`src/rtl/rom_load_ctrl.sv`:
```
// rom_load_ctrl: sequences the ROM download from the hps_io ioctl stream into
// the Sprint 1 download port. It also owns the core's active-low reset.
// Bytes below EXPECT_BYTES are forwarded as one-cycle writes, tagged with a
// ROM region, and summed into the checksum. Bytes at or beyond EXPECT_BYTES
// are dropped and mark the image as overflowed. When the download ends, the
// image is judged valid only if the accepted count is exact and no overflow
// occurred.

module rom_load_ctrl #(
    parameter logic [19:0] EXPECT_BYTES = 20'd20480,
    parameter logic [16:0] GFX_BASE     = 17'h04000,
    parameter logic [16:0] SND_BASE     = 17'h04800,
    parameter logic [15:0] HOLD_CYCLES  = 16'd1024,
    parameter bit          REQUIRE_LOAD = 1'b1
) (
    input  logic        clk_sys,
    input  logic        reset,
    input  logic        rst_req,
    input  logic        ioctl_download,
    input  logic        ioctl_wr,
    input  logic [24:0] ioctl_addr,
    input  logic [7:0]  ioctl_dout,
    output logic [16:0] dn_addr,
    output logic [7:0]  dn_data,
    output logic        dn_wr,
    output logic [1:0]  dn_region,
    output logic        core_reset_n,
    output logic        rom_ok,
    output logic        load_err,
    output logic [7:0]  checksum
);

    typedef enum logic [1:0] {
        ST_HOLD = 2'd0,
        ST_LOAD = 2'd1,
        ST_RUN  = 2'd2
    } state_t;

    localparam logic [15:0] HOLD_RELOAD = HOLD_CYCLES - 16'd1;

    // Sequencer state
    state_t      state_q,        state_d;
    logic [15:0] hold_cnt_q,     hold_cnt_d;
    logic [19:0] byte_cnt_q,     byte_cnt_d;
    logic [7:0]  checksum_q,     checksum_d;
    logic        ovf_q,          ovf_d;
    logic        rom_ok_q,       rom_ok_d;
    logic        load_err_q,     load_err_d;
    logic        core_reset_n_q, core_reset_n_d;

    // Registered download port
    logic [16:0] dn_addr_q;
    logic [7:0]  dn_data_q;
    logic        dn_wr_q;
    logic [1:0]  dn_region_q;

    // Byte decode
    logic        addr_in_range;
    logic        accept;
    logic        overflow_byte;
    logic [1:0]  region_dec;
    logic [19:0] byte_cnt_inc;

    // Classify the incoming byte: in range or overflow, and which ROM region.
    always_comb begin
        addr_in_range = (ioctl_addr < {5'd0, EXPECT_BYTES});
        accept        = (state_q == ST_LOAD) && ioctl_wr && addr_in_range;
        overflow_byte = (state_q == ST_LOAD) && ioctl_wr && !addr_in_range;

        if (ioctl_addr < {8'd0, GFX_BASE}) begin
            region_dec = 2'd0;
        end else if (ioctl_addr < {8'd0, SND_BASE}) begin
            region_dec = 2'd1;
        end else begin
            region_dec = 2'd2;
        end

        byte_cnt_inc = (byte_cnt_q == '1) ? byte_cnt_q : byte_cnt_q + 20'd1;
    end

    // Next-state logic for the HOLD/LOAD/RUN sequencer and its bookkeeping.
    always_comb begin
        state_d    = state_q;
        hold_cnt_d = hold_cnt_q;
        byte_cnt_d = byte_cnt_q;
        checksum_d = checksum_q;
        ovf_d      = ovf_q;
        rom_ok_d   = rom_ok_q;
        load_err_d = load_err_q;

        case (state_q)
            ST_HOLD: begin
                if (ioctl_download) begin
                    state_d    = ST_LOAD;
                    byte_cnt_d = '0;
                    checksum_d = '0;
                    ovf_d      = 1'b0;
                    load_err_d = 1'b0;
                    rom_ok_d   = 1'b0;
                end else if (rst_req) begin
                    hold_cnt_d = HOLD_RELOAD;
                end else if (hold_cnt_q == '0) begin
                    state_d = ST_RUN;
                end else begin
                    hold_cnt_d = hold_cnt_q - 16'd1;
                end
            end

            ST_LOAD: begin
                if (accept) begin
                    byte_cnt_d = byte_cnt_inc;
                    checksum_d = checksum_q + ioctl_dout;
                end
                if (overflow_byte) begin
                    ovf_d = 1'b1;
                end
                // A strobe in the same cycle as the download's end is counted
                // first, so validity is judged on the updated count and flag.
                if (!ioctl_download) begin
                    state_d    = ST_HOLD;
                    hold_cnt_d = HOLD_RELOAD;
                    if ((byte_cnt_d == EXPECT_BYTES) && !ovf_d) begin
                        rom_ok_d   = 1'b1;
                        load_err_d = 1'b0;
                    end else begin
                        rom_ok_d   = 1'b0;
                        load_err_d = 1'b1;
                    end
                end
            end

            ST_RUN: begin
                // A new download takes priority over a reset request because
                // LOAD keeps the core in reset anyway and ends in HOLD.
                if (ioctl_download) begin
                    state_d    = ST_LOAD;
                    byte_cnt_d = '0;
                    checksum_d = '0;
                    ovf_d      = 1'b0;
                    load_err_d = 1'b0;
                    rom_ok_d   = 1'b0;
                end else if (rst_req) begin
                    state_d    = ST_HOLD;
                    hold_cnt_d = HOLD_RELOAD;
                end
            end

            default: begin
                state_d    = ST_HOLD;
                hold_cnt_d = HOLD_RELOAD;
            end
        endcase

        // The core reset is registered from the next state so it is glitch-free
        // and changes on the same edge as the state register.
        core_reset_n_d = (state_d == ST_RUN) && (rom_ok_d || !REQUIRE_LOAD);
    end

    // Sequencer state register.
    always_ff @(posedge clk_sys) begin
        if (reset) begin
            state_q        <= ST_HOLD;
            hold_cnt_q     <= HOLD_RELOAD;
            byte_cnt_q     <= '0;
            checksum_q     <= '0;
            ovf_q          <= 1'b0;
            rom_ok_q       <= 1'b0;
            load_err_q     <= 1'b0;
            core_reset_n_q <= 1'b0;
        end else begin
            state_q        <= state_d;
            hold_cnt_q     <= hold_cnt_d;
            byte_cnt_q     <= byte_cnt_d;
            checksum_q     <= checksum_d;
            ovf_q          <= ovf_d;
            rom_ok_q       <= rom_ok_d;
            load_err_q     <= load_err_d;
            core_reset_n_q <= core_reset_n_d;
        end
    end

    // Download port register: one strobe per accepted byte; address, data and
    // region hold their last value between strobes.
    always_ff @(posedge clk_sys) begin
        if (reset) begin
            dn_wr_q     <= 1'b0;
            dn_addr_q   <= '0;
            dn_data_q   <= '0;
            dn_region_q <= '0;
        end else begin
            dn_wr_q <= accept;
            if (accept) begin
                dn_addr_q   <= ioctl_addr[16:0];
                dn_data_q   <= ioctl_dout;
                dn_region_q <= region_dec;
            end
        end
    end

    assign dn_addr      = dn_addr_q;
    assign dn_data      = dn_data_q;
    assign dn_wr        = dn_wr_q;
    assign dn_region    = dn_region_q;
    assign core_reset_n = core_reset_n_q;
    assign rom_ok       = rom_ok_q;
    assign load_err     = load_err_q;
    assign checksum     = checksum_q;

endmodule
```
`config.mk`:
```
export PLATFORM = sky130hd
export DESIGN_NAME = rom_load_ctrl
export DESIGN_NICKNAME = d
export VERILOG_FILES = /design/src/rtl/rom_load_ctrl.sv
export SDC_FILE = /design/constraint.sdc
export NUM_CORES = 1
export LEC_CHECK = 0
export CORE_AREA = 4 4 94 96
export DETAILED_ROUTE_END_ITERATION = 7
export DIE_AREA = 0 0 98 100
export PLACE_DENSITY_LB_ADDON = 0.15
export SLEW_MARGIN = 20
export SYNTH_ARGS = -nofsm -noshare
export SYNTH_HDL_FRONTEND = slang
export SYNTH_SLANG_ARGS = --single-unit
export TNS_END_PERCENT = 5
```
`constraint.sdc`:
```
create_clock -name clk_sys -period 3.4 [get_ports clk_sys]
set_clock_uncertainty 0.2 [all_clocks]
set_input_delay 0.68 -clock clk_sys [delete_from_list [all_inputs] [get_ports clk_sys]]
set_output_delay 0.68 -clock clk_sys [all_outputs]
set_load 0.02 [all_outputs]
```
==> results.toml <==
[yosys]
yosys_most_used_dff = "dfxtp_1"
yosysWarnings = 0
syn_inst = 501
synth_fa_ha_area_share_pct = 3.27
synth-edff-count = 0
async_flop_share_pct = 0
ys_ff_latch = 78
syn_area_per_cell_um2 = 8.09
synth_area_um2 = 4050
synthSimpleGateAreaFrac_pct = 29.1
ys_seq_area_share_pct = 38.5
synth_compound_area_share_pct = 17.9
ys_types = 59
synth_top_family_by_area = "simple AND/OR/NAND/NOR gates"
synth_nets = 549
synth-xor-area-share_pct = 4.32
synth_mux_area_share_pct = 2.59

[routing]
dr_total_vias = 3893
totalWireLength_um = 10400
drt_pass1_iterations = 4
wl_per_cell_um = 15.1
viasPerCell = 5.66
final_antenna_net_count = 0
drt_iter0_drc = 230
drc_errors = 0

[floorplan]
io-pin-count = 77
die_width_um = 98
die_y_um = 100
start_util_pct = 50.3
core_um2 = 8050
die-area_um2 = 9800
std_cell_rows = 33

[global_routing]
grt_start_max_net_pins = 54
antenna_found_initial = 0
grt_pass1_wl_um = 17800
overflow = 0
grt_util_all_layers_pct = 21.9
grt_pass1_vias = 3707

[setup_path]
crit_fanout = 15
crit_type = "flop to flop"
worstSetupStartpointType = "flop"
required_ns = 3.45
cp-end-kind = "flop"
cp.arrival_ns = 3.14
reg2regPathDepth = 9

[clocking]
post_cts_buffers = 0
cts_sinks = 78
root_buffer = "clkbuf_8"
clk_latency_ns = 0.35
cts_tree = "done"
cts.path.max_buffers = 2
cts-htree-levels = 3
post_cts_resized = 0
clkTransAtPathRegs_ns = 0.08
cts_buffers = 9
cts_hold_buf = 0

[power]
p_sw_mw = 0.424
seq_power_share_pct = 52.7
switching_share_pct = 24.3
power.total_mw = 1.74
p_int_mw = 1.32
p_leak_nw = 1.80
power_frac_clock_pct = 39.9
power.density_nw_per_um2 = 338
peakVddDrop_uv = 173
p_comb_share_pct = 7.3

[layout]
layout_commonest_cell = "dfxtp_1"
most-common-layout-cells = "78 x dfxtp_1, 77 x nand2_1, 75 x clkdlybuf4s50_1"
area_delta_synth_final_pct = 27.4
layout-drive-gt1-share_pct = 9.78
antennaDiodeCount = 0
num-nets-final = 626
stdcell_count = 688
fillers = 750

[worst_hold_path]
hp-class = "flop to flop"
hold_path_depth = 2

[timing]
max_freq_mhz = 324
finalSetupTns_ns = 0
hold_ws_ns = 0.255
slew_headroom_pct = 34.7
min_period_ns = 3.09
fin_ws_ns = 0.310
worstMarginPinSlew_ns = 0.979
setup_viol = 0
hold_viol_final = 0
period_share_pct = 90.9
slew_violations = 0
rsz0062_at_grt = "no"

[run_status]
status = "finished clean"

[flow_run]
drv_cap = 0

[placed_design]
port_buffers = 76
dpl.cell_count = 672
dp_hpwl_um = 7570
globalplace.congestion = 0.967
detailedPlace.worstSlack_ns = 0.0591
## per-stage QoR
step,area [um2],util [%]
finish,5160,64.1
global route,5160,64.1
CTS,5160,64.1
detailed placement,4970,61.7
global placement,4970,61.7
floorplan,4050,-
## path summary, 6_finish.rpt
path | slack [ns] | startpoint | end
hold / removal | 0.26 | dn_addr[8]$_SDFFE_PP0N_ | dn_addr[8]$_SDFFE_PP0N_
hold reg to reg | 0.26 | dn_addr[8]$_SDFFE_PP0N_ | dn_addr[8]$_SDFFE_PP0N_
setup reg to reg | 0.31 | byte_cnt_q[0]$_SDFFE_PP0P_ | load_err$_SDFFE_PP0P_
setup / recovery | 0.31 | byte_cnt_q[0]$_SDFFE_PP0P_ | load_err$_SDFFE_PP0P_
## state kept, by name (all words and copies together), names as in the netlist
signal / count
byte_cnt_q: 20
dn_addr: 17
hold_cnt_q: 16
checksum: 8
dn_data: 8
dn_region: 2
state_q: 2
core_reset_n: 1
dn_wr: 1
load_err: 1
ovf_q: 1
rom_ok: 1
## final cells by class
cell class,count,area (um2),area share [%]
Sequential cell,78,1560,30.3
Timing Repair Buffer,95,911,17.6
Multi-Input combinational cell,381,2320,44.9
Tap cell,105,131,2.55
Clock buffer,11,131,2.55
Inverter,13,48.8,0.945
Clock inverter,5,58.8,1.14
## worst max-delay path: stages, from the launching register on
cell and delay (ns):
dfxtp_1 0.49, ha_1 0.35, nand4_2 0.20, nor2_1 0.38
a311oi_4 0.22, buf_4 0.24, a211o_1 0.31, a221oi_2 0.30
nand4_1 0.13, o21a_1 0.18
## synthesized netlist by cell type (8+ instances only)
cell / number / area share [%]
ha_1: 9 / 2.8
dfxtp_1: 78 / 39
xnor2_1: 15 / 3.2
nor2_1: 42 / 3.9
nor3_1: 14 / 1.7
inv_1: 13 / 1.2
nand3_1: 23 / 2.8
o21ai_0: 9 / 1.1
nand2_1: 77 / 7.1
clkbuf_1: 20 / 1.9
nand4_1: 12 / 1.9
a211oi_1: 10 / 1.9
or3_1: 9 / 1.4
nand2b_1: 8 / 1.2
a21oi_1: 62 / 7.7
## cells by family after synthesis
family	Yosys count
xor gates and xnor gates	20
buffers and inverters	42
adders and majority gates	10
AOI/OAI and AO/OA	114
DFF	78
and+or+nand+nor	227
muxes	10
## routing by layer
metal | routed length, um | track usage (%) | part of all wire [%] | vias up
met5 | 0 | 0 | 0 | -
met4 | 189 | 7.24 | 1.8 | 0
met3 | 668 | 5.49 | 6.4 | 18
met2 | 5040 | 35.9 | 48 | 114
met1 | 4500 | 28.4 | 43 | 1828
li1 | - | - | - | 1933
## power by group through the flow
stage / Clock, mW / Sequential, mW / Combinational [mW]
6_report: 0.696 / 0.919 / 0.128
5_1_grt: 0.750 / 0.920 / 0.140
4_1_cts: 0.713 / 0.919 / 0.128
3_5_place_dp: 0 / 0.941 / 0.128
3_3_place_gp: 0 / 0.941 / 0.126
2_1_floorplan: 0 / 0.939 / 0.0579
No activity file was read; power rests on OpenSTA's default activity.
